==> src/rtl/sort4_ctrl.sv <==
// -----------------------------------------------------------------------------
// sort4_ctrl
//
// Loads a block of DEPTH bytes through a valid/ready input stream. It then
// sorts the block in place with a bubble sort that does one compare-and-swap
// per clock through a single shared unsigned 8-bit comparator. Finally it
// returns the bytes in ascending order through a valid/ready output stream.
//
// Parameters
//   DEPTH       bytes per block (2..8)
//   CW          width of swap_count
//
// Ports
//   clk         system clock, rising edge
//   rst         asynchronous active-high reset
//   in_valid    in_data holds a byte to load
//   in_data     operand byte
//   in_ready    block accepts a byte this cycle (LOAD only)
//   out_valid   out_data holds a sorted byte (OUT only)
//   out_data    sorted byte, ascending order
//   out_ready   consumer accepts out_data
//   busy        high while sorting or presenting results
//   done        one-cycle pulse on the final output handshake
//   swap_count  number of swaps performed by the last sort
// -----------------------------------------------------------------------------

// Unsigned magnitude comparator: y_o = (a_i > b_i).
module compare_8b (
    input  logic [7:0] a_i,
    input  logic [7:0] b_i,
    output logic       y_o
);
    assign y_o = (a_i > b_i);
endmodule

module sort4_ctrl #(
    parameter int DEPTH = 4,
    parameter int CW    = 6
) (
    input  logic          clk,
    input  logic          rst,
    input  logic          in_valid,
    input  logic [7:0]    in_data,
    output logic          in_ready,
    output logic          out_valid,
    output logic [7:0]    out_data,
    input  logic          out_ready,
    output logic          busy,
    output logic          done,
    output logic [CW-1:0] swap_count
);

    localparam int IW = (DEPTH <= 2) ? 1 : $clog2(DEPTH);

    localparam logic [IW-1:0] LAST_IDX  = IW'(DEPTH - 1);
    localparam logic [IW-1:0] LAST_J    = IW'(DEPTH - 2);
    localparam logic [IW-1:0] LAST_PASS = IW'(DEPTH - 2);

    typedef enum logic [1:0] {
        LOAD = 2'd0,
        SORT = 2'd1,
        OUT  = 2'd2
    } state_t;

    state_t        state_q, state_d;
    logic [7:0]    mem_q [DEPTH];
    logic [7:0]    mem_d [DEPTH];
    logic [IW-1:0] ld_idx_q, ld_idx_d;
    logic [IW-1:0] j_q, j_d;
    logic [IW-1:0] pass_q, pass_d;
    logic [IW-1:0] o_idx_q, o_idx_d;
    logic [CW-1:0] swap_q, swap_d;

    logic [IW-1:0] j_nxt;
    logic [7:0]    cmp_a;
    logic [7:0]    cmp_b;
    logic          cmp_y;

    // j never exceeds DEPTH-2, so j+1 always addresses a valid entry.
    assign j_nxt = j_q + IW'(1);
    assign cmp_a = mem_q[j_q];
    assign cmp_b = mem_q[j_nxt];

    compare_8b u_cmp (
        .a_i (cmp_a),
        .b_i (cmp_b),
        .y_o (cmp_y)
    );

    always_ff @(posedge clk or posedge rst) begin
        if (rst) begin
            state_q  <= LOAD;
            ld_idx_q <= '0;
            j_q      <= '0;
            pass_q   <= '0;
            o_idx_q  <= '0;
            swap_q   <= '0;
            for (int i = 0; i < DEPTH; i++) begin
                mem_q[i] <= 8'h00;
            end
        end else begin
            state_q  <= state_d;
            ld_idx_q <= ld_idx_d;
            j_q      <= j_d;
            pass_q   <= pass_d;
            o_idx_q  <= o_idx_d;
            swap_q   <= swap_d;
            for (int i = 0; i < DEPTH; i++) begin
                mem_q[i] <= mem_d[i];
            end
        end
    end

    always_comb begin
        state_d   = state_q;
        ld_idx_d  = ld_idx_q;
        j_d       = j_q;
        pass_d    = pass_q;
        o_idx_d   = o_idx_q;
        swap_d    = swap_q;
        mem_d     = mem_q;
        in_ready  = 1'b0;
        out_valid = 1'b0;
        out_data  = 8'h00;
        done      = 1'b0;

        unique case (state_q)
            LOAD: begin
                in_ready = 1'b1;
                if (in_valid) begin
                    mem_d[ld_idx_q] = in_data;
                    // A new block starts: the previous result is retired.
                    if (ld_idx_q == '0) begin
                        swap_d = '0;
                    end
                    if (ld_idx_q == LAST_IDX) begin
                        ld_idx_d = '0;
                        j_d      = '0;
                        pass_d   = '0;
                        state_d  = SORT;
                    end else begin
                        ld_idx_d = ld_idx_q + IW'(1);
                    end
                end
            end

            SORT: begin
                // Strict greater-than keeps equal bytes in place (stable).
                if (cmp_y) begin
                    mem_d[j_q]   = mem_q[j_nxt];
                    mem_d[j_nxt] = mem_q[j_q];
                    swap_d       = swap_q + CW'(1);
                end
                // Fixed (DEPTH-1) passes of (DEPTH-1) compares; no early exit.
                if (j_q == LAST_J) begin
                    j_d = '0;
                    if (pass_q == LAST_PASS) begin
                        pass_d  = '0;
                        state_d = OUT;
                    end else begin
                        pass_d = pass_q + IW'(1);
                    end
                end else begin
                    j_d = j_nxt;
                end
            end

            OUT: begin
                out_valid = 1'b1;
                out_data  = mem_q[o_idx_q];
                if (out_ready) begin
                    if (o_idx_q == LAST_IDX) begin
                        done    = 1'b1;
                        o_idx_d = '0;
                        state_d = LOAD;
                    end else begin
                        o_idx_d = o_idx_q + IW'(1);
                    end
                end
            end

            default: begin
                state_d = LOAD;
            end
        endcase
    end

    assign busy       = (state_q == SORT) | (state_q == OUT);
    assign swap_count = swap_q;

endmodule

==> config.mk <==
export PLATFORM = sky130hd
export DESIGN_NAME = sort4_ctrl
export DESIGN_NICKNAME = d
export VERILOG_FILES = /design/src/rtl/sort4_ctrl.sv
export SDC_FILE = /design/constraint.sdc
export NUM_CORES = 1
export LEC_CHECK = 0
export ABC_CLOCK_PERIOD_IN_PS = 6760
export BUFFER_PORTS_ARGS = -buffer_cell sky130_fd_sc_hd__buf_4
export CAP_MARGIN = 25
export CORE_MARGIN = 1.5
export CORE_UTILIZATION = 55
export DETAILED_ROUTE_END_ITERATION = 7
export GPL_TIMING_DRIVEN = 0
export PLACE_DENSITY = 0.74
export SYNTH_ARGS = -nofsm -noshare
export SYNTH_HDL_FRONTEND = slang
export SYNTH_HIERARCHICAL = 1
export SYNTH_SLANG_ARGS = --single-unit
==> constraint.sdc <==
create_clock -name clk -period 6.76 [get_ports clk]
set_input_delay 0.338 -clock clk [delete_from_list [all_inputs] [get_ports clk]]
set_output_delay 0.338 -clock clk [all_outputs]
set_load 0.1 [all_outputs]
==> results of run 1 <==
through the flow:
| stage | hold WS (ns) | std cells | util, % |
|---|---|---|---|
| 5_1_grt | 0.105 | 554 | 62.7 |
| 4_1_cts | 0.0974 | 554 | 62.7 |
| 3_5_place_dp | 0.430 | 546 | 61.2 |
| 6_report | 0.0681 | 554 | 62.7 |
| 3_3_place_gp | 0.467 | 545 | 60.9 |
| 2_1_floorplan | 0.455 | 417 | - |
synth_stat cells, types with 2 or more instances:
| cell type | number |
|---|---|
| dfrtp_1 | 48 |
| nand2_1 | 45 |
| nand3_1 | 36 |
| ha_1 | 26 |
| inv_1 | 26 |
| nor2_1 | 23 |
| mux2_2 | 16 |
| o211ai_1 | 16 |
| a222oi_1 | 15 |
| mux4_2 | 15 |
| o21a_1 | 15 |
| o22a_1 | 14 |
| clkbuf_1 | 11 |
| and2_1 | 10 |
| mux2i_1 | 10 |
| o21ai_0 | 9 |
| a21oi_1 | 8 |
| buf_1 | 6 |
| buf_2 | 6 |
| nor2b_1 | 6 |
| a22o_1 | 4 |
| nand2b_1 | 4 |
| nand3b_1 | 4 |
| and3_1 | 3 |
| and3b_1 | 3 |
| buf_4 | 3 |
| buf_6 | 3 |
| nand4_1 | 3 |
| a2111oi_4 | 2 |
| a21o_1 | 2 |
| a41oi_1 | 2 |
| mux4_1 | 2 |
| nor3_1 | 2 |
| nor3b_2 | 2 |
| o221ai_1 | 2 |
critical path, delay by kind of cell (launching register included):
kind	cells	cell delay [ns]
AOI/OAI and AO/OA	5	0.71
adders and majority gates	2	0.47
buffers and inverters	8	1.81
DFF	1	0.52
muxes	3	0.78
and+or+nand+nor	2	0.74
kinds of logic after synthesis:
kind of cell	share of synthesized area, %
adders and majority gates	8.07
muxes	17.2
and+or+nand+nor	19.0
DFF	29.8
AOI/OAI and AO/OA	19.8
buffers and inverters	6.15
final cells by class:
class	instances	area [um2]	share of cell area [%]
multi-input combinational	314	2580	57.4
sequential	48	1200	26.7
timing repair buffer	30	238	5.28
buffer	29	150	3.34
tap	99	124	2.75
inverter	26	97.6	2.17
clock buffer	6	72.6	1.61
clock inverter	2	35.0	0.778
registers in the layout, indices dropped and copies added, names as in the netlist:
register / flops
o_idx_q: 2
swap_count: 6
state_q: 2
j_q: 2
pass_q: 2
ld_idx_q: 2
mem_q: 32
routing by layer:
layer	GRT usage (%)	wire, um	vias up
li1	-	-	1633
met1	42.3	4980	1821
met2	50.5	5550	215
met3	6.90	1030	48
met4	16.3	496	0
met5	0	0	-
path summary, 6_finish.rpt:
check	slack, ns	end	from	cells after the start
min in group clk	0.35	j_q[1]	in_valid	3
setup / recovery	1.63	mem_q[16]	j_q[0]	20
max in group asynchronous	6.16	mem_q[16]	rst	3
setup reg to reg	1.63	mem_q[16]	j_q[0]	20
hold reg to reg	0.49	pass_q[0]	pass_q[0]	1
hold / removal	0.07	mem_q[12]	rst	2
==> results.md, run 1 <==
- Result of the run: finished, final reports clean
- Number of enable flip-flop cells after synthesis: 0
- First-pass iteration count of the detailed router: 6
- Slew headroom: 42.8%
- Pin count of the biggest net entering global routing: 27
- Yosys warnings: 6
- Clock transition at the registers of the reported paths: 0.09 ns
- Cell accounting for the most synthesized area: dfrtp_1
- Maximum capacitance violations: 0
- Predominant post-synthesis flop cell: dfrtp_1
- Number of buffers created by CTS: 5
- Via density per instance: 6.71
- Tot GR Track Use: 32.3%
- GPL Wtd Cong: 0.979
- Source-to-sink clock delay at the later pin of the worst-skew pair: 0.32 ns
- Crit path setup slack, layout: 1.63 ns
- Critical-path maximum fanout: 10
- Min Tclk post-route: 5.13 ns
- Initial detailed-routing violation count: 441
- Area of the mapped netlist: 4030 um2
- Commonest non-fill, non-tap cell in the layout: dfrtp_1
- Post-detailed-placement half-perimeter wirelength: 8.26 mm
- Worst hold-check path type: input port to async pin
- Number of synthesized register bits: 48
- Vias in the first global route: 3564
- Worst Setup Path Type: flip-flop to flip-flop
- Antenna violations before repair: 0
- Post-CTS Resized: 0
- Worst slack at placement: 1.74 ns
- Avg Inst Size Synth: 9.67 um2
- Core Box Area: 7180 um2
- Required time reported for the critical path endpoint: 6.97 ns
- Ant diodes: 0
- Initial core utilization: 56.2%
- Drc violations: 0
- Remaining antenna violation count: 0
- Final routed wire length divided by cell count: 21.8 um
- Number of H-tree levels: 2
- Delay of the slowest cell on the worst path: 0.59 ns
- Die width: 88.6 um
- Area added between synthesis and finish: 11.6%
- Max clock buf depth: 2
- Height of the die: 88.6 um
- Cells taking the most area after synthesis: dfrtp_1 (30%), mux4_2 (8.4%), ha_1 (8.1%)
- Buffer count from post-CTS setup fixing: 0
- Fraction of layout instances using a drive strength above 1: 20.4%
- Sink Count: 48
- Share of synthesized flip-flops with an asynchronous set or reset: 100%
- Area enclosed by the die boundary: 7850 um2
- Remaining global-route overflow: 0
- Filler cell count: 617
- # setup viols final: 0
- Element type at the critical path end: flip-flop
- Highest-delay cell along the critical path: nor4_4
- Total of hold buffers inserted after clock tree synthesis: 0
- Number of vias in the routed layout: 3717
- Area share of the leading cell type in the synthesized netlist: 29.8%
- CP cell instances: buf_6 > buf_2 > inv_1 > ha_1 > buf_2 > buf_2 > mux2_2 > mux2i_1 > inv_1 > inv_1 > ha_1 > nor2b_4 > o211ai_2 > a21oi_2 > o22a_1 > mux2i_4 > nor4_4 > buf_4 > o211ai_1 > o21a_1
- Post-route design area: 4500 um2
- Slew @ Worst Pin: 0.857 ns
- Achievable clock frequency: 0.195 GHz
- I/O pins: 30
- Final period util: 75.9%
- Worst endpoint data arrival time: 5.34 ns
- Layout Skew: 0.0121 ns
- Yosys cell types: 50
- Final hold viol count: 0
- CTS tree: yes
- Most used cells in the layout excluding fill and tap cells: dfrtp_1 (48), nand2_1 (45), nand3_1 (36), buf_4 (32), ha_1 (26)
- Number of placement rows: 31
- Standard cell area after detailed placement: 4390 um2
- Unrepaired setup endpoints after global routing: no
- Setup TNS Final: 0 ns
- Post-layout nets: 492
- Register area share after synthesis: 29.8%
- Count of port buffers added during placement: 29
- Number of cells produced by synthesis: 417
- Number of max-slew violations in the final report: 0
- CP Launch Type: flip-flop
- Detailed Route WL: 12.1 mm
- Syn nets: 455
- First-pass GRT wire length: 18.7 mm
- CTS root buffer: clkbuf_8
Power of run 1 is left out: the tool's default activity adds up to more than one toggle a clock period on the data nets, which glitch-free logic cannot reach.
==> inputs of run 2 (changes only) <==
ABC_CLOCK_PERIOD_IN_PS = 5060   (was 6760)
clock period = 5.06 ns   (was 6.76 ns; I/O delays follow)
==> results.md, run 2 (same netlist as run 1, synthesis figures left out) <==
- Delay of the slowest cell on the worst path: 0.50 ns (was 0.59 ns)
- Non-filler instance count after layout: 558 (was 554)
- Remaining antenna violation count: 0 (unchanged)
- Detailed Route WL: 12.1 mm (about the same)
- Met3 track demand over resource: 6.90% (unchanged)
- R2R Path Start: j_q[0] (unchanged)
- CTS tree: yes (unchanged)
- Post-placement cell count: 546 (unchanged)
- Fraction of layout instances using a drive strength above 1: 21.1% (was 20.4%)
- Number of vias in the routed layout: 3721 (was 3717)
- Global routing usage on met1: 42.3% (unchanged)
- Achievable clock frequency: 0.215 GHz (was 0.195 GHz)
- Highest-delay cell along the critical path: dfrtp_1 (was nor4_4)
- Number of H-tree levels: 2 (unchanged)
- Count of port buffers added during placement: 29 (unchanged)
- Critical-path maximum fanout: 19 (was 10)
- Initial detailed-routing violation count: 508 (was 441)
- Slew @ Worst Pin: 0.853 ns (was 0.857 ns)
- Register area: 1200 um2 (unchanged)
- Cell seen most often among critical-path stages: inv_1
- Crit path setup slack, layout: 0.416 ns (was 1.63 ns)
- Maximum capacitance violations: 0 (unchanged)
- Number of max-slew violations in the final report: 0 (unchanged)
- Post-layout nets: 496 (was 492)
- CP Launch Type: flip-flop (unchanged)
- Worst setup path startpoint: j_q[0] (unchanged)
- CP cell instances: buf_6 > inv_1 > ha_1 > buf_2 > buf_2 > mux2_2 > mux2i_1 > inv_1 > inv_1 > ha_1 > a21oi_1 > a21oi_2 > o22a_1 > mux2i_4 > nor4_4 > buf_4 > buf_4 > o211ai_1 > o21a_1 (was buf_6 > buf_2 > inv_1 > ha_1 > buf_2 > buf_2 > mux2_2 > mux2i_1 > inv_1 > inv_1 > ha_1 > nor2b_4 > o211ai_2 > a21oi_2 > o22a_1 > mux2i_4 > nor4_4 > buf_4 > o211ai_1 > o21a_1)
- Required time reported for the critical path endpoint: 5.32 ns (was 6.97 ns)
- Height of the die: 88.6 um (unchanged)
- CP Capture Point: mem_q[18] (was mem_q[16])
- Final hold viol count: 22 (was 0)
- # setup viols final: 0 (unchanged)
- Worst endpoint data arrival time: 4.90 ns (was 5.34 ns)
- GPL Wtd Cong: 0.979 (unchanged)
- Remaining global-route overflow: 0 (unchanged)
- Die width: 88.6 um (unchanged)
- Source-to-sink clock delay at the later pin of the worst-skew pair: 0.31 ns (was 0.32 ns)
- Number of flip-flops in the largest register: 32 (unchanged)
- Worst hold slack: -0.0166 ns (was 0.0681 ns)
- R2r worst-path depth: 19 (was 20)
- Slew headroom: 43.0% (was 42.8%)
- Unrepaired setup endpoints after global routing: no (unchanged)
- Routing layer with the top usage in global route: met2 (unchanged)
- Drc violations: 0 (unchanged)
- Area of the multi-input gates: 2590 um2 (was 2580 um2)
- Number of buffers created by CTS: 5 (unchanged)
- Pin count of the biggest net entering global routing: 27 (unchanged)
- Met2 Resource Use GR: 50.5% (unchanged)
- Most flops, register: mem_q (unchanged)
- Initial core utilization: 56.2% (unchanged)
- Element type at the critical path end: flip-flop (unchanged)
- Commonest non-fill, non-tap cell in the layout: dfrtp_1 (unchanged)
- Worst hold-check path type: input port to async pin (unchanged)
- Setup TNS Final: 0 ns (unchanged)
- Min Tclk post-route: 4.64 ns (was 5.13 ns)
- Layout Skew: 0.00786 ns (was 0.0121 ns)
- Most used cells in the layout excluding fill and tap cells: dfrtp_1 (48), nand2_1 (45), buf_4 (37), nand3_1 (36), ha_1 (26) (was dfrtp_1 (48), nand2_1 (45), nand3_1 (36), buf_4 (32), ha_1 (26))
- Worst Setup Path Type: flip-flop to flip-flop (unchanged)
- Clock transition at the registers of the reported paths: 0.09 ns (about the same)
- Number of placement rows: 31 (unchanged)
- Tot GR Track Use: 32.3% (unchanged)
- Vias in the first global route: 3564 (unchanged)
- Via density per instance: 6.67 (was 6.71)
- Core Box Area: 7180 um2 (unchanged)
- Final period util: 91.8% (was 75.9%)
- Post-detailed-placement half-perimeter wirelength: 8.26 mm (unchanged)
- Ant diodes: 0 (unchanged)
- Reg2Reg Setup Slack: 0.42 ns (was 1.63 ns)
- Endpoint of the lowest-slack register-to-register path: mem_q[18] (was mem_q[16])
- Filler cell count: 619 (was 617)
- First-pass GRT wire length: 18.7 mm (unchanged)
- Final routed wire length divided by cell count: 21.6 um (was 21.8 um)
- CTS root buffer: clkbuf_8 (unchanged)
- First-pass iteration count of the detailed router: 8 (was 6)
- Area added between synthesis and finish: 12.6% (was 11.6%)
- Max clock buf depth: 2 (unchanged)
- I/O pins: 30 (unchanged)
- Worst slack at placement: 0.0423 ns (was 1.74 ns)
- Antenna violations before repair: 0 (unchanged)
- Area enclosed by the die boundary: 7850 um2 (unchanged)
- Result of the run: finished, violations left (was finished, final reports clean)
- Sink Count: 48 (unchanged)
- Violated checks: hold timing
-- run 2: critical path, delay by kind of cell, from the launching register on --
family / cells / cell delay [ns]
multiplexers: 3 / 1.01
AND/OR/NAND/NOR: 1 / 0.08
adder cells (fa/ha/maj): 2 / 0.59
AO/OA/AOI/OAI: 5 / 0.80
flip-flops: 1 / 0.50
buffers and inverters: 8 / 1.58
-- run 2: area by class of cell --
cell class | count | share of cell area [%]
Timing Repair Buffer | 35 | 6.06
Buffer | 28 | 3.20
Clock buffer | 6 | 1.60
Inverter | 26 | 2.15
Sequential cell | 48 | 26.5
Clock inverter | 2 | 0.772
Multi-Input combinational cell | 314 | 57.0
Tap cell | 99 | 2.73
-- run 2: worst min path at each step --
stage | from | endpoint | slack (ns) | depth (start not counted)
after floorplan | in_valid | j_q[1] | 0.44 | 2
after global placement | pass_q[0] | pass_q[0] | 0.47 | 1
after detailed placement | rst | swap_count[4] | 0.35 | 2
after CTS | rst | swap_count[1] | 0.01 | 2
after global routing | rst | swap_count[1] | 0.02 | 2
final | rst | mem_q[12] | -0.02 | 2
-- run 2: repair_timing --
item	CTS	global route
endpoints found under the setup margin	0	32
hold endpoints to repair	0	0
gates resized for setup	0	1
buffers inserted	0	5
hold buffers	0	0
-- run 2: metrics by stage --
step / utilization (%) / cell area, um2
after floorplan: - / 4030
after global placement: 60.9 / 4370
after detailed placement: 61.2 / 4390
after CTS: 62.7 / 4500
after global routing: 63.3 / 4540
final: 63.3 / 4540
-- run 2: routing by layer --
layer	wire length, um	share of wire (%)
met5	0	0
met3	1160	9.6
met2	5530	46
met4	524	4.3
met1	4840	40
Power of run 2 is left out for the same reason.
==> inputs of run 3 (changes only) <==
PLACE_DENSITY = not set   (was 0.74)
PLACE_DENSITY_LB_ADDON = 0.2   (was not set)
==> results.md, run 3 (same netlist as run 1, synthesis figures left out) <==
- Via density per instance: 6.83 (was 6.67)
- Worst slack at placement: 0.0554 ns (was 0.0423 ns)
- Unrepaired setup endpoints after global routing: no (unchanged)
- Initial detailed-routing violation count: 453 (was 508)
- CP Launch Type: flip-flop (unchanged)
- Delay of the slowest cell on the worst path: 0.51 ns (was 0.50 ns)
- Final period util: 92.3% (was 91.8%)
- Source-to-sink clock delay at the later pin of the worst-skew pair: 0.31 ns (about the same)
- Maximum capacitance violations: 0 (unchanged)
- First-pass GRT wire length: 18.8 mm (was 18.7 mm)
- Area enclosed by the die boundary: 7850 um2 (unchanged)
- Slew headroom: 35.5% (was 43.0%)
- Number of placement rows: 31 (unchanged)
- Worst endpoint data arrival time: 4.87 ns (was 4.90 ns)
- Number of vias in the routed layout: 3847 (was 3721)
- Number of flip-flops in the largest register: 32 (unchanged)
- Number of H-tree levels: 2 (unchanged)
- GPL Wtd Cong: 0.984 (was 0.979)
- Final routed wire length divided by cell count: 21.6 um (about the same)
- Result of the run: finished, final reports clean (was finished, violations left)
- CP cell instances: buf_6 > clkinvlp_4 > ha_1 > buf_2 > buf_2 > mux2_2 > mux2i_1 > inv_1 > inv_1 > ha_1 > nor2b_4 > o211ai_2 > a21oi_2 > o22a_1 > mux2i_4 > a211oi_4 > buf_4 > nand3_1 > o22a_1 (was buf_6 > inv_1 > ha_1 > buf_2 > buf_2 > mux2_2 > mux2i_1 > inv_1 > inv_1 > ha_1 > a21oi_1 > a21oi_2 > o22a_1 > mux2i_4 > nor4_4 > buf_4 > buf_4 > o211ai_1 > o21a_1)
- Crit-path leading delay family: buffers and inverters (unchanged)
- Drc violations: 0 (unchanged)
- CTS root buffer: clkbuf_8 (unchanged)
- R2R Path Start: j_q[0] (unchanged)
- Clock transition at the registers of the reported paths: 0.09 ns (about the same)
- Number of buffers created by CTS: 5 (unchanged)
- Achievable clock frequency: 0.214 GHz (was 0.215 GHz)
- Pin count of the biggest net entering global routing: 38 (was 27)
- Vias in the first global route: 3640 (was 3564)
- Non-filler instance count after layout: 563 (was 558)
- Post-detailed-placement half-perimeter wirelength: 8.38 mm (was 8.26 mm)
- Element type at the critical path end: flip-flop (unchanged)
- Layout Skew: 0.00538 ns (was 0.00786 ns)
- Remaining global-route overflow: 0 (unchanged)
- Number of max-slew violations in the final report: 0 (unchanged)
- Post-layout nets: 501 (was 496)
- Most used cells in the layout excluding fill and tap cells: dfrtp_1 (48), nand2_1 (45), buf_4 (41), nand3_1 (36), ha_1 (26) (was dfrtp_1 (48), nand2_1 (45), buf_4 (37), nand3_1 (36), ha_1 (26))
- # setup viols final: 0 (unchanged)
- Total buffers and inverters traversed by the critical path: 7 (was 8)
- Core Box Area: 7180 um2 (unchanged)
- Filler cell count: 601 (was 619)
- Detailed Route WL: 12.2 mm (was 12.1 mm)
- Ant diodes: 0 (unchanged)
- Worst hold-check path type: input port to flip-flop (was input port to async pin)
- Final hold viol count: 0 (was 22)
- Remaining antenna violation count: 0 (unchanged)
- Hold wc startpoint: in_valid
- Height of the die: 88.6 um (unchanged)
- Initial core utilization: 56.2% (unchanged)
- Crit path setup slack, layout: 0.391 ns (was 0.416 ns)
- Sink Count: 48 (unchanged)
- Required time reported for the critical path endpoint: 5.27 ns (was 5.32 ns)
- Die width: 88.6 um (unchanged)
- Area added between synthesis and finish: 13.7% (was 12.6%)
- Highest-delay cell along the critical path: dfrtp_1 (unchanged)
- Most flops, register: mem_q (unchanged)
- Antenna violations before repair: 0 (unchanged)
- Fraction of layout instances using a drive strength above 1: 22.0% (was 21.1%)
- I/O pins: 30 (unchanged)
- Reg2Reg Setup Slack: 0.39 ns (was 0.42 ns)
- Slew @ Worst Pin: 0.967 ns (was 0.853 ns)
- Max clock buf depth: 2 (unchanged)
- Worst setup path startpoint: j_q[0] (unchanged)
- Post-placement cell count: 546 (unchanged)
- Critical-path maximum fanout: 19 (unchanged)
- First-pass iteration count of the detailed router: 7 (was 8)
- Commonest non-fill, non-tap cell in the layout: dfrtp_1 (unchanged)
- Worst Setup Path Type: flip-flop to flip-flop (unchanged)
- CTS tree: yes (unchanged)
- Count of port buffers added during placement: 29 (unchanged)
- Min Tclk post-route: 4.67 ns (was 4.64 ns)
- Tot GR Track Use: 32.5% (was 32.3%)
==> run 3: cell count changes in the layout (fill, tap and decap cells not counted), sizes merged <==
cell / before / now
inv: 26 / 25
buf: 52 / 56
dlygate4sd3: 0 / 1
clkinvlp: 0 / 1
==> run 3: final timing paths <==
kind	endpoint	depth (start not counted)
max in group asynchronous	mem_q[25]	4
worst min-delay path	j_q[1]	3
min in group asynchronous	swap_count[4]	3
worst max register to register	mem_q[9]	19
worst max-delay path	mem_q[9]	19
worst min register to register	pass_q[0]	1
==> run 3: stage by stage <==
step	hold WS (ns)	area (um2)	TNS, ns	util [%]
2_1_floorplan	0.436	4030	0	-
3_3_place_gp	0.469	4370	-0.00695	60.9
3_5_place_dp	0.216	4390	0	61.2
4_1_cts	0.273	4510	0	62.9
5_1_grt	0.308	4580	0	63.9
6_report	0.276	4580	0	63.9
==> run 3: routing by layer <==
metal | share of wire [%] | vias to the layer above | global-route usage [%]
met1 | 40 | 1861 | 42.3
met4 | 4.6 | 0 | 18.9
met5 | 0 | - | 0
li1 | - | 1655 | -
met2 | 46 | 272 | 51.8
met3 | 9.0 | 59 | 4.57
==> run 3: worst reg2reg max path: stages (launching register included) <==
cell,delay (ns)
dfrtp_1,0.51
buf_6,0.29
clkinvlp_4,0.22
ha_1,0.31
buf_2,0.22
buf_2,0.34
mux2_2,0.41
mux2i_1,0.25
inv_1,0.07
inv_1,0.06
ha_1,0.14
nor2b_4,0.15
o211ai_2,0.08
a21oi_2,0.12
o22a_1,0.22
mux2i_4,0.17
a211oi_4,0.45
buf_4,0.31
nand3_1,0.09
o22a_1,0.16
==> run 3: area by class of cell <==
type | count | area, um2 | share of cell area (%)
Sequential cell | 48 | 1200 | 26.2
Timing Repair Buffer | 40 | 315 | 6.88
Clock inverter | 2 | 35.0 | 0.764
Clock buffer | 6 | 72.6 | 1.58
Multi-Input combinational cell | 314 | 2590 | 56.5
Buffer | 28 | 145 | 3.17
Inverter | 26 | 101 | 2.21
Tap cell | 99 | 124 | 2.70
==> run 3: repair_timing <==
item | CTS | global route
gates cloned | 0 | 0
gates resized for setup | 0 | 2
pin swaps | 1 | 3
endpoints found under the hold margin | 11 | 0
setup buffers | 0 | 9
setup endpoints to repair | 1 | 34
hold buffers | 1 | 0
Power of run 3 is left out for the same reason.
